`src/rtl/spi_byte_tx_if.sv`:
```
// Control-side handshake between the SpiControl stage and spi_byte_tx.
// The transmit byte is named tx_byte because "byte" is a SystemVerilog keyword.
interface spi_byte_tx_if;
    logic       send;
    logic [7:0] tx_byte;
    logic       ready;
    logic       busy;
    logic       done;
    logic       overrun;
    logic [7:0] rx_byte;

    modport master (
        output send, tx_byte,
        input  ready, busy, done, overrun, rx_byte
    );

    modport slave (
        input  send, tx_byte,
        output ready, busy, done, overrun, rx_byte
    );
endinterface

```
`src/rtl/spi_byte_tx.sv`:
```
// SPI mode-0 byte transmitter/receiver with a one-entry holding buffer
// that lets back-to-back bytes share a single ss_n frame.
module spi_byte_tx #(
    parameter int unsigned CLK_DIV = 4
) (
    input  logic         clock,
    input  logic         reset,
    spi_byte_tx_if.slave ctrl,
    output logic         sclk,
    output logic         mosi,
    output logic         ss_n,
    input  logic         miso
);
    typedef enum logic [2:0] {
        IDLE  = 3'd0,
        SETUP = 3'd1,
        SHIFT = 3'd2,
        TRAIL = 3'd3,
        GAP   = 3'd4
    } state_e;

    localparam logic [15:0] DIV_LAST = 16'(CLK_DIV - 1);

    state_e      state_q, state_d;
    logic [15:0] div_q, div_d;
    logic [3:0]  half_q, half_d;
    logic        chain_q, chain_d;
    logic [7:0]  shift_q, shift_d;
    logic [7:0]  rx_sh_q, rx_sh_d;
    logic [7:0]  hold_data_q, hold_data_d;
    logic        hold_full_q, hold_full_d;
    logic        sclk_q, sclk_d;
    logic        mosi_q, mosi_d;
    logic        ss_n_q, ss_n_d;
    logic        ready_q, ready_d;
    logic        busy_q, busy_d;
    logic        done_q, done_d;
    logic        overrun_q, overrun_d;
    logic [7:0]  rx_byte_q, rx_byte_d;

    logic        div_end_s;
    logic        accept_s;

    assign div_end_s = (div_q == DIV_LAST);
    assign accept_s  = ctrl.send && ready_q;

    // Next-state and output decode.
    always_comb begin
        state_d     = state_q;
        div_d       = div_q;
        half_d      = half_q;
        chain_d     = chain_q;
        shift_d     = shift_q;
        rx_sh_d     = rx_sh_q;
        hold_data_d = hold_data_q;
        hold_full_d = hold_full_q;
        sclk_d      = sclk_q;
        mosi_d      = mosi_q;
        ss_n_d      = ss_n_q;
        rx_byte_d   = rx_byte_q;
        done_d      = 1'b0;
        overrun_d   = ctrl.send && !ready_q;

        // Outside IDLE an accepted byte waits in the holding buffer.
        if (accept_s && (state_q != IDLE)) begin
            hold_data_d = ctrl.tx_byte;
            hold_full_d = 1'b1;
        end else begin
            hold_data_d = hold_data_q;
        end

        case (state_q)
            IDLE: begin
                div_d   = 16'd0;
                half_d  = 4'd0;
                chain_d = 1'b0;
                if (accept_s) begin
                    shift_d = ctrl.tx_byte;
                    mosi_d  = ctrl.tx_byte[7];
                    ss_n_d  = 1'b0;
                    state_d = SETUP;
                end else if (hold_full_q) begin
                    shift_d     = hold_data_q;
                    mosi_d      = hold_data_q[7];
                    hold_full_d = 1'b0;
                    ss_n_d      = 1'b0;
                    state_d     = SETUP;
                end else begin
                    state_d = IDLE;
                end
            end
            SETUP: begin
                if (div_end_s) begin
                    div_d   = 16'd0;
                    half_d  = 4'd0;
                    sclk_d  = 1'b1;
                    rx_sh_d = {rx_sh_q[6:0], miso};
                    state_d = SHIFT;
                end else begin
                    div_d = div_q + 16'd1;
                end
            end
            SHIFT: begin
                if (!div_end_s) begin
                    div_d = div_q + 16'd1;
                end else if (half_q == 4'd15) begin
                    // End of the final low half-period: either start the chained byte or trail off.
                    div_d = 16'd0;
                    if (chain_q) begin
                        half_d  = 4'd0;
                        chain_d = 1'b0;
                        sclk_d  = 1'b1;
                        rx_sh_d = {rx_sh_q[6:0], miso};
                    end else begin
                        state_d = TRAIL;
                    end
                end else begin
                    div_d  = 16'd0;
                    half_d = half_q + 4'd1;
                    sclk_d = !sclk_q;
                    if (!sclk_q) begin
                        rx_sh_d = {rx_sh_q[6:0], miso};
                    end else if (half_q == 4'd14) begin
                        done_d    = 1'b1;
                        rx_byte_d = rx_sh_q;
                        if (hold_full_q) begin
                            shift_d     = hold_data_q;
                            mosi_d      = hold_data_q[7];
                            hold_full_d = 1'b0;
                            chain_d     = 1'b1;
                        end else begin
                            chain_d = 1'b0;
                        end
                    end else begin
                        shift_d = {shift_q[6:0], 1'b0};
                        mosi_d  = shift_q[6];
                    end
                end
            end
            TRAIL: begin
                if (div_end_s) begin
                    div_d   = 16'd0;
                    ss_n_d  = 1'b1;
                    state_d = GAP;
                end else begin
                    div_d = div_q + 16'd1;
                end
            end
            GAP: begin
                if (div_end_s) begin
                    div_d   = 16'd0;
                    state_d = IDLE;
                end else begin
                    div_d = div_q + 16'd1;
                end
            end
            default: begin
                state_d = IDLE;
                sclk_d  = 1'b0;
                ss_n_d  = 1'b1;
                div_d   = 16'd0;
            end
        endcase

        ready_d = !hold_full_d;
        busy_d  = !((state_d == IDLE) && !hold_full_d);
    end

    // State and output registers.
    always_ff @(posedge clock or negedge reset) begin
        if (!reset) begin
            state_q     <= IDLE;
            div_q       <= 16'd0;
            half_q      <= 4'd0;
            chain_q     <= 1'b0;
            shift_q     <= 8'd0;
            rx_sh_q     <= 8'd0;
            hold_data_q <= 8'd0;
            hold_full_q <= 1'b0;
            sclk_q      <= 1'b0;
            mosi_q      <= 1'b0;
            ss_n_q      <= 1'b1;
            ready_q     <= 1'b1;
            busy_q      <= 1'b0;
            done_q      <= 1'b0;
            overrun_q   <= 1'b0;
            rx_byte_q   <= 8'd0;
        end else begin
            state_q     <= state_d;
            div_q       <= div_d;
            half_q      <= half_d;
            chain_q     <= chain_d;
            shift_q     <= shift_d;
            rx_sh_q     <= rx_sh_d;
            hold_data_q <= hold_data_d;
            hold_full_q <= hold_full_d;
            sclk_q      <= sclk_d;
            mosi_q      <= mosi_d;
            ss_n_q      <= ss_n_d;
            ready_q     <= ready_d;
            busy_q      <= busy_d;
            done_q      <= done_d;
            overrun_q   <= overrun_d;
            rx_byte_q   <= rx_byte_d;
        end
    end

    assign sclk         = sclk_q;
    assign mosi         = mosi_q;
    assign ss_n         = ss_n_q;
    assign ctrl.ready   = ready_q;
    assign ctrl.busy    = busy_q;
    assign ctrl.done    = done_q;
    assign ctrl.overrun = overrun_q;
    assign ctrl.rx_byte = rx_byte_q;
endmodule

```
`src/flat_wrapper.sv`:
```
// flat-port wrapper written by rule: the top's interface ports become plain ports
module spi_byte_tx_flat 
#(
    parameter int unsigned CLK_DIV = 4
)
  (clock, reset, sclk, mosi, ss_n, miso, ctrl_send, ctrl_tx_byte, ctrl_ready, ctrl_busy, ctrl_done, ctrl_overrun, ctrl_rx_byte);
  spi_byte_tx_if ctrl_i ();
  input  logic clock;
  input  logic reset;
  output logic sclk;
  output logic mosi;
  output logic ss_n;
  input  logic miso;
  input wire logic [$bits(ctrl_i.send)-1:0] ctrl_send;
  input wire logic [$bits(ctrl_i.tx_byte)-1:0] ctrl_tx_byte;
  output wire logic [$bits(ctrl_i.ready)-1:0] ctrl_ready;
  output wire logic [$bits(ctrl_i.busy)-1:0] ctrl_busy;
  output wire logic [$bits(ctrl_i.done)-1:0] ctrl_done;
  output wire logic [$bits(ctrl_i.overrun)-1:0] ctrl_overrun;
  output wire logic [$bits(ctrl_i.rx_byte)-1:0] ctrl_rx_byte;
  assign ctrl_i.send = ctrl_send;
  assign ctrl_i.tx_byte = ctrl_tx_byte;
  assign ctrl_ready = ctrl_i.ready;
  assign ctrl_busy = ctrl_i.busy;
  assign ctrl_done = ctrl_i.done;
  assign ctrl_overrun = ctrl_i.overrun;
  assign ctrl_rx_byte = ctrl_i.rx_byte;
  spi_byte_tx #(.CLK_DIV(CLK_DIV)) u_core (.clock(clock), .reset(reset), .ctrl(ctrl_i), .sclk(sclk), .mosi(mosi), .ss_n(ss_n), .miso(miso));
endmodule
```
`config.mk`:
```
export PLATFORM = sky130hd
export DESIGN_NAME = spi_byte_tx_flat
export DESIGN_NICKNAME = d
export VERILOG_FILES = /design/src/rtl/spi_byte_tx_if.sv /design/src/rtl/spi_byte_tx.sv /design/src/flat_wrapper.sv
export SDC_FILE = /design/constraint.sdc
export NUM_CORES = 1
export LEC_CHECK = 0
export CAP_MARGIN = 20
export CORE_ASPECT_RATIO = 2
export CORE_MARGIN = 2
export CORE_UTILIZATION = 55
export CTS_CLUSTER_DIAMETER = 40
export DETAILED_ROUTE_END_ITERATION = 8
export PLACE_DENSITY = 0.77
export SYNTH_ARGS = -nofsm -noshare
export SYNTH_HDL_FRONTEND = slang
export SYNTH_SLANG_ARGS = --single-unit
```
`constraint.sdc`:
```
create_clock -name clock -period 3.25 [get_ports clock]
set_input_delay 0.8125 -clock clock [delete_from_list [all_inputs] [get_ports clock]]
set_output_delay 0.8125 -clock clock [all_outputs]
set_load 0.02 [all_outputs]
```
==> out/metrics.yaml <==
yosys:
  syn-num-nets: 285
  synth_cell_type_count: 47
  synth_warnings: 0
  syn-cell-area_um2: 3010
  syn_inst: 270
  synth-edff-count: 0
  synth-async-reset-ratio: 1.00
  netlist.area_leader.share: 0.507
  synth_area_leaders: "dfrtp_1, mux2_2, nor2_1, xor2_1, nand3_1"
  avgSynthCellArea_um2: 11.2
  seq_area_frac_synth: 0.524
  yosys_most_used_dff: "dfrtp_1"
  synth_top_area_cell: "dfrtp_1"
  synth_seq_cells: 63
cells_and_area:
  drive_gt1_frac: 0.176
  final_core_util: 0.660
  regArea_um2: 1580
  design_area_um2: 3540
  fillCellCount: 432
  multiInputGateArea_um2: 1330
  num-nets-final: 317
  antenna_cells: 0
  syn_to_final_growth_pct: 17.6
clock_network:
  cts_hold_buf: 0
  path_clk_slew_ns: 0.07
  clockBufferDepth: 2
  clockRootBuffer: "clkbuf_8"
  postCtsSetupBuffers: 0
  clk-insertion-delay-late_ns: 0.34
  htree_levels: 3
  ctsResizeCount: 0
  clock_sinks: 63
  cts_tree: "built"
  cts_buffers: 9
die:
  die_y_um: 109
  ios: 27
  rows: 38
  die_x_um: 56.3
  start_util: 0.561
  core_area_um2: 5370
  die_area_um2: 6120
place:
  gp_congestion: 0.848
  dp_slack_ns: 0.655
  dpl_cell_area_um2: 3330
  dp_hpwl_mm: 4.29
  io_buffers: 26
setup_path:
  worstSetupPathType: "reg -> reg"
  slowest_stage: "nor3_4"
  cp-end-kind: "flip-flop"
  r2r_slack_ns: 0.83
  startpoint_type: "flip-flop"
  cp.required_ns: 3.47
  arrival_ns: 2.64
  crit_fanout: 9
  crit_path_max_incr_delay_ns: 0.43
  cp_cell_sequence: "ha_1 > nor4b_4 > and4_4 > nand2_2 > nor3_4 > mux2_2"
grt:
  grt.overflow.total: 0
  track_usage: 0.218
  grt_antenna_before_repair: 0
  grt_pass1_wl_mm: 10.1
  grt_max_degree: 27
  grt_pass1_vias: 2241
timing:
  maxSlewHeadroom: 0.589
  fin_skew_ns: 0.00708
  timing.final.max_slew_violations: 0
  setup_ws_ns: 0.828
  tightestPinTransition_ns: 0.615
  max_freq_ghz: 0.413
  fin_setup_tns_ns: 0
  fin_crit_sh: 0.745
  rsz0062_at_grt: "no"
  setup_viol: 0
  period_needed_ns: 2.42
  hold_violations: 0
detailed_routing:
  vias: 2157
  dr.first_iter.drc_count: 59
  wire_per_inst_um: 16.0
  viasPerCell: 5.89
  routed_wl_mm: 5.85
  route.detailed.drc: 0
  ant_nets: 0
  dr.pass1.iters: 4
pwr:
  report.power.total_mw: 1.73
  peakVddDrop_v: 0.000470
  pwr_density_cell_nw_per_um2: 488
  leakagePower_nw: 1.63
min_path:
  hold_class: "in -> async"
flow_run:
  maxCapViolations: 0
status:
  outcome: "finished clean"
## metal layers
layer | share of wire | up-vias | GRT usage | routed length [um]
li1 | - | 1044 | - | -
met1 | 0.39 | 1056 | 0.233 | 2260
met2 | 0.55 | 45 | 0.372 | 3220
met3 | 0.036 | 12 | 0.0641 | 210
met4 | 0.027 | 0 | 0.136 | 159
met5 | 0 | - | 0 | 0
## cell usage in the layout, fill, tap and decap left out, types with 2 or more instances in the layout
| cell type | count |
|---|---|
| dfstp_2 | 2 |
| nor3_4 | 2 |
| clkbuf_8 | 10 |
| clkdlybuf4s50_1 | 25 |
| xor2_1 | 10 |
| nor3b_1 | 2 |
| nand2_1 | 11 |
| nor3_1 | 3 |
| clkbuf_1 | 2 |
| mux2_1 | 2 |
| o31ai_1 | 3 |
| nor4_4 | 2 |
| a31oi_1 | 2 |
| o21ai_0 | 12 |
| buf_4 | 4 |
| nor2_1 | 26 |
| o22ai_1 | 10 |
| ha_1 | 3 |
| bufinv_16 | 2 |
| or3_1 | 2 |
| and3_1 | 5 |
| o22a_1 | 7 |
| o31a_1 | 2 |
| or2_2 | 2 |
| dfrtp_1 | 61 |
| a41oi_1 | 2 |
| inv_1 | 16 |
| and4_1 | 4 |
| a21oi_1 | 12 |
| mux2_2 | 21 |
| xnor2_1 | 4 |
| nand3_1 | 14 |
| nand4_1 | 4 |
## per-stage QoR
stage	instances	hold WS, ns
3_5_place_dp	351	0.486
3_3_place_gp	351	0.471
2_1_floorplan	270	0.450
5_1_grt	366	0.370
4_1_cts	366	0.356
6_report	366	0.368
## kinds of logic after synthesis
family / count (synthesis) / synth area share
buffers and inverters: 25 / 0.0341
muxes: 23 / 0.0860
and+or+nand+nor: 86 / 0.177
adders and majority gates: 3 / 0.0125
DFF: 63 / 0.524
xor gates and xnor gates: 14 / 0.0407
AOI/OAI and AO/OA: 56 / 0.125
## critical path: cells and delay by family, from the launching register on
family                   cells  cell delay (ns)
flip-flops                   1             0.40
AND/OR/NAND/NOR              4             1.20
adder cells (fa/ha/maj)      1             0.31
multiplexers                 1             0.39
## synth_stat cells (4+ instances only)
master,n
o22ai_1,10
and4_1,4
nand3_1,14
nand4_1,4
xor2_1,10
clkbuf_1,6
nand2_1,11
mux2_2,21
inv_1,16
xnor2_1,4
o22a_1,7
dfrtp_1,61
nor2_1,26
o21ai_0,12
a21oi_1,12
and3_1,5
## path summary, 6_finish.rpt
check	cells past startpoint	startpoint	to
min reg2reg	1	u_core.shift_q[6]$_DFFE_PN0P_	u_core.shift_q[6]$_DFFE_PN0P_
min	1	reset	u_core.ctrl.overrun$_DFF_PN0_
max	6	u_core.div_q[0]$_DFF_PN0_	u_core.ctrl.rx_byte[0]$_DFFE_PN0P_
max reg2reg	6	u_core.div_q[0]$_DFF_PN0_	u_core.ctrl.rx_byte[0]$_DFFE_PN0P_
min in group clock	1	u_core.shift_q[6]$_DFFE_PN0P_	u_core.shift_q[6]$_DFFE_PN0P_
max in group asynchronous	2	reset	u_core.ss_n$_DFFE_PN1P_
## area by class of cell
type | instances | share of cell area
Clock buffer | 12 | 0.0410
Inverter | 16 | 0.0169
Timing Repair Buffer | 30 | 0.0805
Clock inverter | 3 | 0.0191
Sequential cell | 63 | 0.446
Tap cell | 60 | 0.0212
Multi-Input combinational cell | 182 | 0.376
## flip-flops by register name (all words and copies together), names as in the netlist
register / flops
u_core.hold_data_q: 8
u_core.ctrl.overrun: 1
u_core.sclk: 1
u_core.ctrl.rx_byte: 8
u_core.hold_full_q: 1
u_core.rx_sh_q: 8
u_core.half_q: 4
u_core.shift_q: 7
u_core.ctrl.busy: 1
u_core.chain_q: 1
u_core.ctrl.done: 1
u_core.ctrl.ready: 1
u_core.state_q: 3
u_core.ss_n: 1
u_core.mosi: 1
u_core.div_q: 16
## power breakdown
part | internal [mW] | leakage (nW) | switching (mW)
Clock | 0.449 | 0.103 | 0.284
Sequential | 0.843 | 0.806 | 0.0300
Combinational | 0.0649 | 0.721 | 0.0576
(Power assumes the default switching activity.)
==> patch 1 (config.mk and constraints unchanged) <==
The 5 states of `state_e` get a one-hot encoding in 5 bits.
--- a/src/rtl/spi_byte_tx.sv
+++ b/src/rtl/spi_byte_tx.sv
@@ -13,8 +13,8 @@
 );
-    typedef enum logic [2:0] {
-        IDLE  = 3'd0,
-        SETUP = 3'd1,
-        SHIFT = 3'd2,
-        TRAIL = 3'd3,
-        GAP   = 3'd4
+    typedef enum logic [4:0] {
+        IDLE  = 5'b00001,
+        SETUP = 5'b00010,
+        SHIFT = 5'b00100,
+        TRAIL = 5'b01000,
+        GAP   = 5'b10000
     } state_e;
Check against the original RTL: same outputs for any inputs over 10 cycles, from zero or initial values and one cycle with reset low; not proved beyond that.
==> patch 1 against the original RTL <==
- the run now ends with DRC left
- global-route usage rose by 0.17 points
- routed wire length is 10% higher
- die area up 9.7%
- setup slack improved by 0.092 ns
- final cell count rose by 11%
- area after synthesis up 10%
- sequential cell count grew 2
- critical path type unchanged
- cell area is 11% higher
- maximum frequency grew 3.9%
Power is not compared: it rests on default switching activity, and its combinational part moved more than twofold at a synthesized area within 25%.
==> patch 1: results (changes against the original RTL) <==
- Leading cell types by count after synthesis: dfrtp_1 (62), nor2_1 (35), mux2_2 (32)
- GR Overflow Total: 0 (unchanged)
- Post-synthesis xor/xnor area fraction: 0.0422 (+0.00150)
- Rel. slew slack: 0.410 (-0.179)
- Hold Crit Class: reg2reg
- Vias per inst: 6.03 (+2.3%)
- Final net count: 355 (+12%)
- Hpwl dp: 4390 um (+2.3%)
- RePlAce Congestion: 0.802 (-5.4%)
- FILL cells: 449 (+3.9%)
- Max FFs per register: 16 (unchanged)
- First-pass GRT wire length: 11400 um (+13%)
- Dpl ws: 0.718 ns (+0.0630 ns)
- Yosys cell types: 54 (+15%)
- Root buf cell: clkbuf_16
- Crit Path Max Fanout: 23 (+14)
- Syn_nets: 324 (+14%)
- Initial antenna violation count: 0 (unchanged)
- Most flops, register: u_core.div_q
- Drt first pass iters: 8 (+4)
- YS warnings: 0 (unchanged)
- Starting DRT DRC Count: 200 (+240%)
- Clk_lat worst skew: 0.33 ns
- Min-delay src: u_core.div_q[0]
- Max VDD drop: 0.679 mV
- Slowest stage cell, crit path: dfrtp_1
- Compound-Gate Fraction of Synth Area: 0.117 (-0.00823)
- Sequential-to-total area share from yosys stat: 0.491 (-0.0331)
- Drt wl/cell: 15.8 um (-1.1%)
- Reg clk slew, reported paths: 0.05 ns (-0.02 ns)
- Beginning of the critical path: u_core.state_q[4]
- TritonCTS Buffers: 9 (unchanged)
- Vias in the first global route: 2519 (+12%)
- Critical Path Max Stage Delay: 0.50 ns (+0.07 ns)
- Drc violations: 2 (+2)
- Worst-case clock buffer depth: 2 (unchanged)
- Largest net degree at the start of global routing: 44 (+63%)
- Number of setup buffers added after CTS: 0 (unchanged)
- Synth Flop Type: dfrtp_1
- Antenna Cells: 0 (unchanged)
- CTS HTree Levels: 3 (unchanged)
- Violated checks: DRC
- Ys async rst share: 1.00 (unchanged)
- Post-synthesis mux area share: 0.136 (+0.0497)
- Gr usage total: 0.220 (+0.00172)
- Worst EP arrival: 2.54 ns (-0.10 ns)
- Status: finished with violations
- Clock skew: 0.00520 ns (-0.00188 ns)
- Leakage power: 1.66 nW
- Synth area leaders: dfrtp_1 (47%), mux2_2 (11%), nor2_1 (4.0%)
- Fraction of final layout cells sized beyond drive strength 1: 0.206 (+0.0299)
- Post-CTS sizing: 0 (unchanged)
- Adder-cell share of the synthesized area: 0.0113 (-0.00115)
- Port Buffer Count: 26 (unchanged)
## patch 1: layout make-up
type,instances,area share
sequential,65,0.416
multi-input combinational,229,0.412
timing repair buffer,31,0.0747
clock buffer,9,0.0575
tap,63,0.0201
clock inverter,6,0.0153
inverter,4,0.00383
## patch 1: power breakdown
group / internal (W) / total (W) / switching, W / leakage [nW]
logic: 0.000400 / 0.000788 / 0.000388 / 0.671
registers: 0.000976 / 0.00113 / 0.000151 / 0.851
clock network: 0.000584 / 0.000920 / 0.000337 / 0.137
## patch 1: metal layers
layer,share of wire,track usage
met1,0.45,0.300
met5,0,0
met4,0.019,0.102
met2,0.48,0.323
met3,0.049,0.0590
## patch 1: metrics by stage
stage	std cells	hold WS (ns)	util	cell area, um^2	power, W
3_5_place_dp	392	0.485	0.615	3630	0.00192
3_3_place_gp	392	0.478	0.615	3630	0.00188
5_1_grt	407	0.530	0.663	3920	0.00300
4_1_cts	407	0.492	0.663	3920	0.00285
6_report	407	0.493	0.663	3920	0.00284
2_1_floorplan	309	0.455	-	3320	0.00171
## patch 1: critical path: cells and delay by family, from the launching register on
family / cells / cell delay (ns)
compound gates: 1 / 0.32
flops: 1 / 0.50
mux: 1 / 0.38
simple gates: 3 / 1.00
## patch 1: final timing paths
| path | endpoint | slack, ns | cells after the start |
|---|---|---|---|
| worst min-delay path | u_core.div_q[0] | 0.49 | 1 |
| max in group asynchronous | u_core.shift_q[2] | 1.88 | 2 |
| worst max register to register | u_core.mosi | 0.92 | 5 |
| worst min register to register | u_core.div_q[0] | 0.49 | 1 |
| min in group asynchronous | u_core.div_q[13] | 0.61 | 1 |
| worst max-delay path | u_core.mosi | 0.92 | 5 |
==> patch 2 (same settings) <==
Made on the original files. Take the reset off `shift_q` and load it in a clocked block of its own.
--- a/src/rtl/spi_byte_tx.sv
+++ b/src/rtl/spi_byte_tx.sv
@@ -175,3 +175,2 @@
             chain_q     <= 1'b0;
-            shift_q     <= 8'd0;
             rx_sh_q     <= 8'd0;
@@ -192,3 +191,2 @@
             chain_q     <= chain_d;
-            shift_q     <= shift_d;
             rx_sh_q     <= rx_sh_d;
@@ -207,2 +205,6 @@
 
+    always_ff @(posedge clock) begin
+        shift_q <= shift_d;
+    end
+
     assign sclk         = sclk_q;
Function: same outputs for any inputs over 10 cycles, from zero or initial values and one cycle with reset low; that may be too few to reach the edited logic, so the function may still have changed.
==> patch 2 against the original RTL <==
- via count grew 3.3%
- non-clock buffer count is the same
- highest routed layer unchanged
- hold slack lost 0.068 ns
- power grew 8.0%
- area after synthesis grew 2.8%
- first-iteration DRC count grew 29%
- setup slack is essentially flat
- sequential cell count is the same
- largest cell class unchanged
- cell area grew 3.9%
- routed wire length grew 9.3%
==> patch 2: results (changes against the original RTL) <==
- Yosys cell types: 51 (+8.5%)
- Post-synth EDFFs: 7 (+7)
- Vias per inst: 6.12 (+3.9%)
- Vias in the first global route: 2368 (+5.7%)
- RePlAce Congestion: 0.834 (-1.6%)
- Metal3 WL: 298 um (+42%)
- Reg2reg end: u_core.rx_sh_q[0]
- Leading cell types by count after synthesis: dfrtp_1 (54), nor2_1 (24), nand3_1 (16)
- Metal2 WL: 3370 um (+4.6%)
- Starting DRT DRC Count: 76 (+29%)
- Crit Path Max Fanout: 14 (+5)
- Status: complete, no violations
- Max VDD drop: 0.630 mV (+34%)
- Clock share of power: 0.481 (+0.057)
- GR Layer Usage met1: 0.241 (+0.00794)
- Gr usage total: 0.229 (+0.0111)
- Routed met1 length: 2390 um (+5.8%)
- Dpl cell area: 3400 um^2 (+2.1%)
- Final net count: 314 (-0.95%)
- Fraction of final layout cells sized beyond drive strength 1: 0.181 (+0.00445)
- Sequential-to-total area share from yosys stat: 0.521 (-0.00287)
- Ys async rst share: 0.889 (-0.111)
- Met2 Use GR: 0.394 (+0.0218)
- Drt wl/cell: 17.6 um (+9.9%)
- Clock skew: 0.0114 ns (+0.00431 ns)
## patch 2: stage by stage
step	worst slack [ns]	instances
after floorplan	0.940	268
after global placement	0.902	347
after detailed placement	0.848	347
after CTS	0.830	363
after global routing	0.650	364
final	0.827	364
## patch 2: worst max-delay path by stage
| stage | from | end | slack [ns] | cells after the start |
|---|---|---|---|---|
| after floorplan | u_core.div_q[0] | u_core.shift_q[0] | 0.94 | 5 |
| after global placement | u_core.div_q[0] | u_core.rx_sh_q[3] | 0.90 | 5 |
| after detailed placement | u_core.div_q[0] | u_core.rx_sh_q[3] | 0.85 | 5 |
| after CTS | u_core.div_q[0] | u_core.rx_sh_q[1] | 0.83 | 5 |
| after global routing | u_core.div_q[0] | u_core.rx_sh_q[1] | 0.65 | 5 |
| final | u_core.div_q[0] | u_core.rx_sh_q[0] | 0.83 | 5 |
## patch 2: layout make-up
class	instances	area (um^2)	area share
clock buffers	10	128	0.0347
well taps	60	75.1	0.0204
flip-flops and latches	63	1610	0.438
clock inverters	6	133	0.0360
multi-input cells	187	1400	0.381
repair buffers	30	298	0.0809
inverters	8	30.0	0.00816
## patch 2: logic make-up (layout without fill, tap and decap cells)
kind of cell,count (synthesis),count (layout),share of synthesized area
compound gates,45,45,0.0994
xor+xnor,14,14,0.0396
fa+ha+maj,3,3,0.0121
buf+inv,18,54,0.0255
flops,63,63,0.521
mux,33,33,0.126
simple gates,92,92,0.176
## patch 2: power by group through the flow
stage	Combinational [W]	Clock [W]	Sequential [W]
3_3_place_gp	0.000104	0	0.000876
4_1_cts	0.000107	0.000917	0.000862
6_report	0.000108	0.000899	0.000860
5_1_grt	0.000121	0.000956	0.000865
2_1_floorplan	0.0000643	0	0.000866
3_5_place_dp	0.000107	0	0.000877
